--- config.mk ---
export PLATFORM = sky130hd
export DESIGN_NAME = quiz_sequencer
export DESIGN_NICKNAME = d
export VERILOG_FILES = /design/src/rtl/quiz_sequencer.sv
export SDC_FILE = /design/constraint.sdc
export NUM_CORES = 1
export LEC_CHECK = 0
export BUFFER_PORTS_ARGS = -buffer_cell sky130_fd_sc_hd__buf_4
export CORE_MARGIN = 4
export CORE_UTILIZATION = 47
export DETAILED_ROUTE_END_ITERATION = 10
export PLACE_DENSITY = 0.65
export SLEW_MARGIN = 10
export SYNTH_ARGS = -nofsm -noshare
export SYNTH_HDL_FRONTEND = slang
export SYNTH_SLANG_ARGS = --single-unit
export TNS_END_PERCENT = 30
--- constraint.sdc ---
create_clock -name clk -period 3.83 [get_ports clk]
set_input_delay 0.383 -clock clk [delete_from_list [all_inputs] [get_ports clk]]
set_output_delay 0.383 -clock clk [all_outputs]
set_load 0.03 [all_outputs]
--- src/rtl/quiz_sequencer.sv ---
// Arithmetic-quiz game controller: LFSR operand generation, per-question countdown,
// answer capture/grading and score keeping across a fixed number of rounds.
module quiz_sequencer #(
    parameter int unsigned NUM_QUESTIONS    = 10,
    parameter int unsigned TICKS_PER_SEC    = 100_000_000,
    parameter int unsigned QUESTION_SECONDS = 10,
    parameter int unsigned FEEDBACK_TICKS   = 50_000_000,
    parameter logic [7:0]  LFSR_SEED        = 8'hA5
) (
    input  logic       clk,
    input  logic       rst_n,
    input  logic       start_i,
    input  logic       enter_flag_i,
    input  logic [6:0] user_answer_i,
    output logic [6:0] op_a_o,
    output logic [6:0] op_b_o,
    output logic [4:0] question_idx_o,
    output logic [4:0] score_o,
    output logic [3:0] seconds_left_o,
    output logic       kb_clear_o,
    output logic       correct_pulse_o,
    output logic       wrong_pulse_o,
    output logic       timeout_pulse_o,
    output logic       busy_o,
    output logic       game_over_o
);

    localparam int unsigned LFSR_W = 8;
    localparam int unsigned OP_W   = 7;
    localparam int unsigned IDX_W  = 5;
    localparam int unsigned SEC_W  = 4;
    localparam int unsigned TICK_W = (TICKS_PER_SEC > 1) ? $clog2(TICKS_PER_SEC) : 1;
    localparam int unsigned FB_W   = (FEEDBACK_TICKS > 1) ? $clog2(FEEDBACK_TICKS) : 1;

    typedef enum logic [2:0] {
        S_IDLE,
        S_LOAD_A,
        S_LOAD_B,
        S_ASK,
        S_CHECK,
        S_FEEDBACK,
        S_DONE
    } state_e;

    state_e state_q, state_d;

    logic [LFSR_W-1:0] lfsr_q, lfsr_d;
    logic              start_q, enter_q;
    logic [OP_W-1:0]   ans_hold_q, ans_hold_d;
    logic [OP_W-1:0]   op_a_q, op_a_d, op_b_q, op_b_d;
    logic [IDX_W-1:0]  idx_q, idx_d, score_q, score_d;
    logic [SEC_W-1:0]  sec_q, sec_d;
    logic [TICK_W-1:0] tick_q, tick_d;
    logic [FB_W-1:0]   fb_q, fb_d;
    logic              kb_clear_q, kb_clear_d;
    logic              correct_q, correct_d, wrong_q, wrong_d, timeout_q, timeout_d;
    logic              busy_q, busy_d, game_over_q, game_over_d;

    logic              start_rise, enter_rise, tick_wrap, fb_done, last_round;
    logic [OP_W-1:0]   sum;

    // Fold 6 LFSR bits into 0..49 by pulling 50..63 down by 32.
    function automatic logic [OP_W-1:0] op_map(input logic [LFSR_W-1:0] s);
        logic [5:0] v;
        v = s[5:0];
        return (v < 6'd50) ? OP_W'(v) : OP_W'(v - 6'd32);
    endfunction

    // Fibonacci LFSR, x^8+x^6+x^5+x^4+1, free-running.
    assign lfsr_d     = {lfsr_q[6:0], lfsr_q[7] ^ lfsr_q[5] ^ lfsr_q[4] ^ lfsr_q[3]};
    assign start_rise = start_i & ~start_q;
    assign enter_rise = enter_flag_i & ~enter_q;
    // Keyboard zeroes its value after enter, so freeze the capture while enter is high.
    assign ans_hold_d = enter_flag_i ? ans_hold_q : user_answer_i;
    assign tick_wrap  = (tick_q == TICK_W'(TICKS_PER_SEC - 1));
    assign fb_done    = (fb_q == FB_W'(FEEDBACK_TICKS - 1));
    assign last_round = (idx_q == IDX_W'(NUM_QUESTIONS - 1));
    assign sum        = op_a_q + op_b_q;

    always_ff @(posedge clk or negedge rst_n) begin
        if (!rst_n) begin
            state_q <= S_IDLE;
        end else begin
            state_q <= state_d;
        end
    end

    always_comb begin
        state_d = state_q;
        case (state_q)
            S_IDLE:     if (start_rise) state_d = S_LOAD_A;
            S_LOAD_A:   state_d = S_LOAD_B;
            S_LOAD_B:   state_d = S_ASK;
            S_ASK: begin
                if (enter_rise) begin
                    state_d = S_CHECK;
                end else if (tick_wrap && sec_q == SEC_W'(1)) begin
                    state_d = S_FEEDBACK;
                end
            end
            S_CHECK:    state_d = S_FEEDBACK;
            S_FEEDBACK: if (fb_done) state_d = last_round ? S_DONE : S_LOAD_A;
            S_DONE:     if (start_rise) state_d = S_LOAD_A;
            default:    state_d = S_IDLE;
        endcase
    end

    always_comb begin
        op_a_d      = op_a_q;
        op_b_d      = op_b_q;
        idx_d       = idx_q;
        score_d     = score_q;
        sec_d       = sec_q;
        tick_d      = tick_q;
        fb_d        = '0;
        kb_clear_d  = 1'b0;
        correct_d   = 1'b0;
        wrong_d     = 1'b0;
        timeout_d   = 1'b0;
        busy_d      = busy_q;
        game_over_d = game_over_q;
        case (state_q)
            S_IDLE, S_DONE: begin
                if (start_rise) begin
                    score_d     = '0;
                    idx_d       = '0;
                    busy_d      = 1'b1;
                    game_over_d = 1'b0;
                end
            end
            S_LOAD_A: op_a_d = op_map(lfsr_q);
            S_LOAD_B: begin
                op_b_d     = op_map(lfsr_q);
                sec_d      = SEC_W'(QUESTION_SECONDS);
                tick_d     = '0;
                kb_clear_d = 1'b1;
            end
            S_ASK: begin
                // A simultaneous enter pre-empts the final-second timeout.
                if (!enter_rise) begin
                    if (tick_wrap) begin
                        tick_d = '0;
                        sec_d  = sec_q - SEC_W'(1);
                        if (sec_q == SEC_W'(1)) begin
                            timeout_d  = 1'b1;
                            kb_clear_d = 1'b1;
                        end
                    end else begin
                        tick_d = tick_q + TICK_W'(1);
                    end
                end
            end
            S_CHECK: begin
                if (ans_hold_q == sum) begin
                    correct_d = 1'b1;
                    score_d   = score_q + IDX_W'(1);
                end else begin
                    wrong_d = 1'b1;
                end
            end
            S_FEEDBACK: begin
                fb_d = fb_q + FB_W'(1);
                if (fb_done) begin
                    fb_d = '0;
                    if (last_round) begin
                        busy_d      = 1'b0;
                        game_over_d = 1'b1;
                    end else begin
                        idx_d = idx_q + IDX_W'(1);
                    end
                end
            end
            default: ;
        endcase
    end

    always_ff @(posedge clk or negedge rst_n) begin
        if (!rst_n) begin
            lfsr_q      <= LFSR_SEED;
            start_q     <= 1'b0;
            enter_q     <= 1'b0;
            ans_hold_q  <= '0;
            op_a_q      <= '0;
            op_b_q      <= '0;
            idx_q       <= '0;
            score_q     <= '0;
            sec_q       <= '0;
            tick_q      <= '0;
            fb_q        <= '0;
            kb_clear_q  <= 1'b0;
            correct_q   <= 1'b0;
            wrong_q     <= 1'b0;
            timeout_q   <= 1'b0;
            busy_q      <= 1'b0;
            game_over_q <= 1'b0;
        end else begin
            lfsr_q      <= lfsr_d;
            start_q     <= start_i;
            enter_q     <= enter_flag_i;
            ans_hold_q  <= ans_hold_d;
            op_a_q      <= op_a_d;
            op_b_q      <= op_b_d;
            idx_q       <= idx_d;
            score_q     <= score_d;
            sec_q       <= sec_d;
            tick_q      <= tick_d;
            fb_q        <= fb_d;
            kb_clear_q  <= kb_clear_d;
            correct_q   <= correct_d;
            wrong_q     <= wrong_d;
            timeout_q   <= timeout_d;
            busy_q      <= busy_d;
            game_over_q <= game_over_d;
        end
    end

    assign op_a_o          = op_a_q;
    assign op_b_o          = op_b_q;
    assign question_idx_o  = idx_q;
    assign score_o         = score_q;
    assign seconds_left_o  = sec_q;
    assign kb_clear_o      = kb_clear_q;
    assign correct_pulse_o = correct_q;
    assign wrong_pulse_o   = wrong_q;
    assign timeout_pulse_o = timeout_q;
    assign busy_o          = busy_q;
    assign game_over_o     = game_over_q;

endmodule

**Yosys cells after proc, flatten, opt, wreduce, memory -nomap -nowiden**

Cells that the tools add are included.
Widths: inputs -> output; s select.

- Bits in registers: 107
- Input port bits: 11
- Output and inout port bits: 34
- Word-level logic and storage cells: 102

- $add $sub $neg: 7
- $lt $le $gt $ge: 1
- Equal/unequal tests: 19
- Mux-type cells: 38
- Bitwise operators: 7
- Reduce and logical (&&, ||, !) cells: 12

Operator list:

| cell | count |
|---|---|
| $mux 27 | 2 |
| $pmux 27 s2 | 1 |
| $mux 26 | 2 |
| $add 27x1->27 const B | 1 |
| $eq 27x27->1 const B | 1 |
| $add 26x1->26 const B | 1 |
| $eq 26x26->1 const B | 1 |
| $mux 5 | 4 |
| $pmux 5 s2 | 2 |
| $pmux 3 s6 | 1 |
| $mux 3 | 5 |
| $mux 1 | 14 |
| $ne 2x2->1 const B | 6 |
| $add 5x1->5 const B | 2 |
| $eq 3x3->1 const B | 3 |
| $reduce_and 3->1 | 3 |
| $mux 4 | 2 |
| $pmux 4 s2 | 1 |
| $reduce_and 4->1 | 2 |
| $add 7x7->7 | 1 |
| $eq 7x7->1 | 1 |
| $mux 7 | 1 |
| $sub 6x6->7 const B | 1 |
| $eq 3x2->1 const B | 2 |
| other kinds (16) | 24 |

**Logic depth before layout (Yosys ltp)**

- Word-level depth: 5
- Gate-level depth with buffers: 8
- Mapped depth without buffers: 8

**Worst setup path after synthesis**

Ideal clock, no wire load.

- Path kind: register to register
- From: reg op_a_q[0], in the netlist op_a_o[0]
- To: reg score_q[3], in the netlist score_o[3]
- Library setup time: 124 ps
- Arrival: 2469 ps
- Required time: 3706 ps
- Slack: 1237 ps
- Cell stages (with the launch flop): 9
- Buffers on the path: 0
- Period minus slack after synthesis: 2593 ps
- Cells stage by stage: dfrtp_1 > ha_1 > fa_1 > xnor2_1 > xnor2_1 > nor3_1 > o2111ai_2 > o311a_1 > a211o_1

- Cells in the longest elaborated chain, start to end: 4

Ends and longest elaborated chain:

| element | line | RTL |
|---|---|---|
| start, declared | 50 | `logic [OP_W-1:0] op_a_q, op_a_d, op_b_q, op_b_d;` |
| start signal, assigned | 201 | `op_a_q <= op_a_d;` |
| $add 7x7->7 | 78 | `assign sum = op_a_q + op_b_q;` |
| $eq 7x7->1 | 154 | `if (ans_hold_q == sum) begin` |
| $ne 2x2->1 (no line) | n/a |  |
| $reduce_and 3->1 (no line) | n/a |  |
| end signal, assigned | 204 | `score_q <= score_d;` |
| end, declared | 51 | `logic [IDX_W-1:0] idx_q, idx_d, score_q, score_d;` |

Every way passes these cells.
A chain may end at the register's enable or synchronous reset.

**Worst setup path after layout**

Same ends and word-level chain as after synthesis.

==> impl_table.tex <==
\begin{tabular}{lr}
\hline
Metric & Value \\
\hline
\multicolumn{2}{l}{\textbf{Power}} \\
\quad Maximum resistive drop on vdd & 0.000518 V \\
\quad Power per Cell Area & 457 nW/um\^{}2 \\
\quad Internal power consumption & 1.92 mW \\
\quad Cell leakage power & 2.88 nW \\
\quad Seq pwr share & 45.5\% \\
\quad Combinational share of power & 22.3\% \\
\quad Switching component of the power & 0.955 mW \\
\quad Power share of the clock group & 32.2\% \\
\quad Proportion of total power due to net switching & 33.3\% \\
\multicolumn{2}{l}{\textbf{Detailed routing}} \\
\quad Post-route ant nets & 0 \\
\quad Overall via count from detail\_route & 4150 \\
\quad Residual DRC count & 0 \\
\quad 1st-pass router iterations & 5 \\
\quad Per-cell routed wire length & 15.9 um \\
\quad Vias per cell & 5.60 \\
\quad Iter 0 DRT Violations & 244 \\
\quad Final wirelength & 11800 um \\
\multicolumn{2}{l}{\textbf{Synthesis}} \\
\quad Combined area of all synthesized cells & 5550 um\^{}2 \\
\quad Fraction of synthesized cell area taken by the top area cell type & 46.5\% \\
\quad Dominant register cell in the synthesized netlist & sky130\_fd\_sc\_hd\_\_dfrtp\_1 \\
\quad Proportion of synthesized flip-flops having asynchronous set or reset & 100\% \\
\quad Top cells by area in the synthesized netlist & sky130\_fd\_sc\_hd\_\_dfrtp\_1 (46\%), sky130\_fd\_sc\_hd\_\_xor2\_1 (5.5\%), sky130\_fd\_sc\_hd\_\_nand2\_1 (4.7\%) \\
\quad Yosys reg bits & 107 \\
\quad Count leader, synth & sky130\_fd\_sc\_hd\_\_dfrtp\_1 \\
\quad Sequential share of the synthesized area & 48.4\% \\
\quad Cell variety after synth & 69 \\
\quad Gate Count Post-Synth & 549 \\
\quad Syn Nets & 575 \\
\quad Total of warnings raised by yosys & 0 \\
\quad Cell type with the largest total area after synthesis & sky130\_fd\_sc\_hd\_\_dfrtp\_1 \\
\quad Avg Synthesized Cell Area & 10.1 um\^{}2 \\
\quad EDFF count, synth & 0 \\
\quad Most frequent cells after synthesis & sky130\_fd\_sc\_hd\_\_dfrtp\_1 (103), sky130\_fd\_sc\_hd\_\_nand2\_1 (70), sky130\_fd\_sc\_hd\_\_nor2\_1 (55), sky130\_fd\_sc\_hd\_\_xor2\_1 (35), sky130\_fd\_sc\_hd\_\_nand3\_1 (34) \\
\multicolumn{2}{l}{\textbf{CTS}} \\
\quad CTS H-Tree Depth & 3 \\
\quad Clock sink count & 107 \\
\quad Root buf cell & sky130\_fd\_sc\_hd\_\_clkbuf\_16 \\
\quad CTS-repair resized insts & 0 \\
\quad Count of hold-fix buffers inserted at cts & 0 \\
\quad Clock tree from TritonCTS & done \\
\quad Clock buffer count from CTS & 9 \\
\quad Clk\_lat worst skew & 0.36 ns \\
\quad Longest Clk Path Bufs & 2 \\
\quad Buffers inserted during post-CTS setup optimization & 0 \\
\quad Clock transition at the registers of the reported paths & 0.07 ns \\
\multicolumn{2}{l}{\textbf{GRT}} \\
\quad GRT Residual Overflow & 0 \\
\quad Global-route wire length before repair & 20300 um \\
\quad Initial antenna violation count & 0 \\
\quad GRT Total Usage & 18.9\% \\
\quad Maximum number of pins on one net before global-route repair & 72 \\
\quad Via count of the first global-routing pass & 4194 \\
\multicolumn{2}{l}{\textbf{Worst hold path}} \\
\quad Worst hold path stage count & 1 \\
\quad Startpoint of the tightest hold check path & start\_i \\
\quad Worst hold path class & in -> reg \\
\quad Endpoint with the worst hold slack & start\_q \\
\multicolumn{2}{l}{\textbf{Cells and area}} \\
\quad Area Growth Syn to Fin & 13.2\% \\
\quad Number of antenna cells inserted & 0 \\
\quad Share of final-layout standard cells stronger than drive strength 1 & 17.4\% \\
\quad Net count reported at finish & 619 \\
\quad Filler cell count & 1023 \\
\quad Sequential Area & 2680 um\^{}2 \\
\quad Total area of multi-input combinational cells & 2740 um\^{}2 \\
\multicolumn{2}{l}{\textbf{Timing}} \\
\quad Number of pins with negative max-slew slack in the final report & 0 \\
\quad Final cycle utilization of the critical path & 72.0\% \\
\quad Final count of hold timing violations & 0 \\
\quad Worst-margin pin slew & 0.996 ns \\
\quad Setup Skew & 0.00886 ns \\
\quad Final Setup Violations & 0 \\
\quad Accumulated negative setup slack & 0 ns \\
\quad Final WS setup & 1.07 ns \\
\quad Shortest period the worst path allows & 2.76 ns \\
\quad Setup repair after global routing missed its margin & false \\
\quad Worst relative slew slack & 33.4\% \\
\quad Maximum frequency from static timing analysis & 0.363 GHz \\
\multicolumn{2}{l}{\textbf{Setup path}} \\
\quad Setup slack of the most critical reg-to-reg path & 1.07 ns \\
\quad Worst r2r path cells & 8 \\
\quad Kind of cell adding the most delay to the critical path & compound AO/OA/AOI/OAI gates \\
\quad Kind of end point of the critical path & flop \\
\quad Launching point of the worst reg2reg path & op\_a\_o[0] \\
\quad Cell with the largest stage delay on the worst path & sky130\_fd\_sc\_hd\_\_fa\_1 \\
\quad Startpoint Class & flop \\
\quad Kind of critical path & reg -> reg \\
\quad Critical-path maximum fanout & 7 \\
\quad Number of buffers and inverters on the critical path & 0 \\
\quad End of the worst register-to-register path & score\_o[3] \\
\quad Crit path top cell by count & sky130\_fd\_sc\_hd\_\_xnor2\_1 \\
\quad Worst endpoint data arrival time & 3.00 ns \\
\quad Critical-path cell list & ha\_1, fa\_1, xnor2\_1, xnor2\_1, nor3\_1, o2111ai\_2, o311a\_1, a211o\_1 \\
\quad Required time worst endpoint & 4.07 ns \\
\quad Critical path's largest stage delay & 0.43 ns \\
\multicolumn{2}{l}{\textbf{Floorplanning}} \\
\quad Standard cell core area & 11500 um\^{}2 \\
\quad Die height & 117 um \\
\quad Initial cell density of the core & 48.4\% \\
\quad Die Outline Area & 13600 um\^{}2 \\
\quad Row cnt & 39 \\
\quad I/O Pins & 45 \\
\quad Die W & 117 um \\
\multicolumn{2}{l}{\textbf{Place}} \\
\quad Post-placement setup slack & 1.15 ns \\
\quad Placer's final routability congestion estimate & 0.807 \\
\quad Count of buffers inserted at the top-level ports & 44 \\
\quad HPWL after detailed placement & 8350 um \\
\multicolumn{2}{l}{\textbf{Run status}} \\
\quad Status & finished clean \\
\multicolumn{2}{l}{\textbf{Flow run}} \\
\quad Total of max-cap violations & 0 \\
\hline
\end{tabular}
[area by class of cell]
type	instances	area share, %
clock inverters	6	1.02
inverters	10	0.597
clock buffers	10	3.64
multi-input cells	418	43.6
flip-flops and latches	107	42.7
well taps	143	2.85
repair buffers	47	5.62
[cells by family (layout without fill, tap and decap cells)]
| group | after synthesis | in the layout | share of synthesized area, % |
|---|---|---|---|
| buf+inv | 24 | 73 | 2.30 |
| compound gates | 86 | 86 | 10.1 |
| simple gates | 251 | 251 | 24.6 |
| mux | 15 | 15 | 3.00 |
| xor+xnor | 51 | 51 | 8.05 |
| flops | 107 | 107 | 48.4 |
| fa+ha+maj | 15 | 15 | 3.52 |
[cell usage in the layout (no fill, tap or decap), drive strengths merged, types with 13 or more instances in the layout]
cell,count
a21oi,18
and3,15
buf,47
dfrtp,103
ha,14
mux2,13
nand2,70
nand3,36
nand4,16
nor2,55
nor3,14
o21ai,29
xnor2,16
xor2,35
[routing by layer]
metal | up-vias | GRT usage [%] | routed length, um
met4 | 0 | 5.66 | 151
met1 | 2041 | 25.0 | 5600
met5 | - | 0 | 0
met2 | 56 | 30.5 | 5600
li1 | 2039 | - | -
met3 | 14 | 5.23 | 399
[flip-flops by register name, summed over array words and instances (netlist names), 3 cells and up]
register / cells
lfsr_q: 8
op_b_o: 7
score_o: 5
op_a_o: 7
fb_q: 26
question_idx_o: 5
tick_q: 27
seconds_left_o: 4
ans_hold_q: 7
state_q: 3
[through the flow]
step / instance area, um^2 / std cells / total power, mW / util [%] / hold WS [ns]
6_report: 6280 / 741 / 2.87 / 54.8 / 0.143
5_1_grt: 6280 / 741 / 3.03 / 54.8 / 0.127
4_1_cts: 6280 / 741 / 2.90 / 54.8 / 0.132
3_5_place_dp: 5990 / 725 / 1.97 / 52.2 / 0.342
3_3_place_gp: 5990 / 725 / 1.95 / 52.2 / 0.334
2_1_floorplan: 5550 / 549 / 1.78 / - / 0.0874
[power by group through the flow]
| stage | sequential (mW) | combinational (mW) | clock (mW) |
|---|---|---|---|
| after CTS | 1.30 | 0.644 | 0.951 |
| after floorplan | 1.34 | 0.436 | 0 |
| after detailed placement | 1.33 | 0.641 | 0 |
| after global routing | 1.32 | 0.707 | 1.00 |
| after global placement | 1.32 | 0.632 | 0 |
| final | 1.31 | 0.639 | 0.925 |
[worst max path at each step]
stage | startpoint | to | cells after the start
after floorplan | op_a_o[0] | score_o[3] | 8
after global placement | op_a_o[0] | score_o[3] | 8
after detailed placement | op_a_o[0] | score_o[3] | 8
after CTS | op_a_o[0] | score_o[3] | 8
after global routing | op_a_o[0] | score_o[3] | 8
final | op_a_o[0] | score_o[3] | 8
No activity file was read; power rests on OpenSTA's default activity.
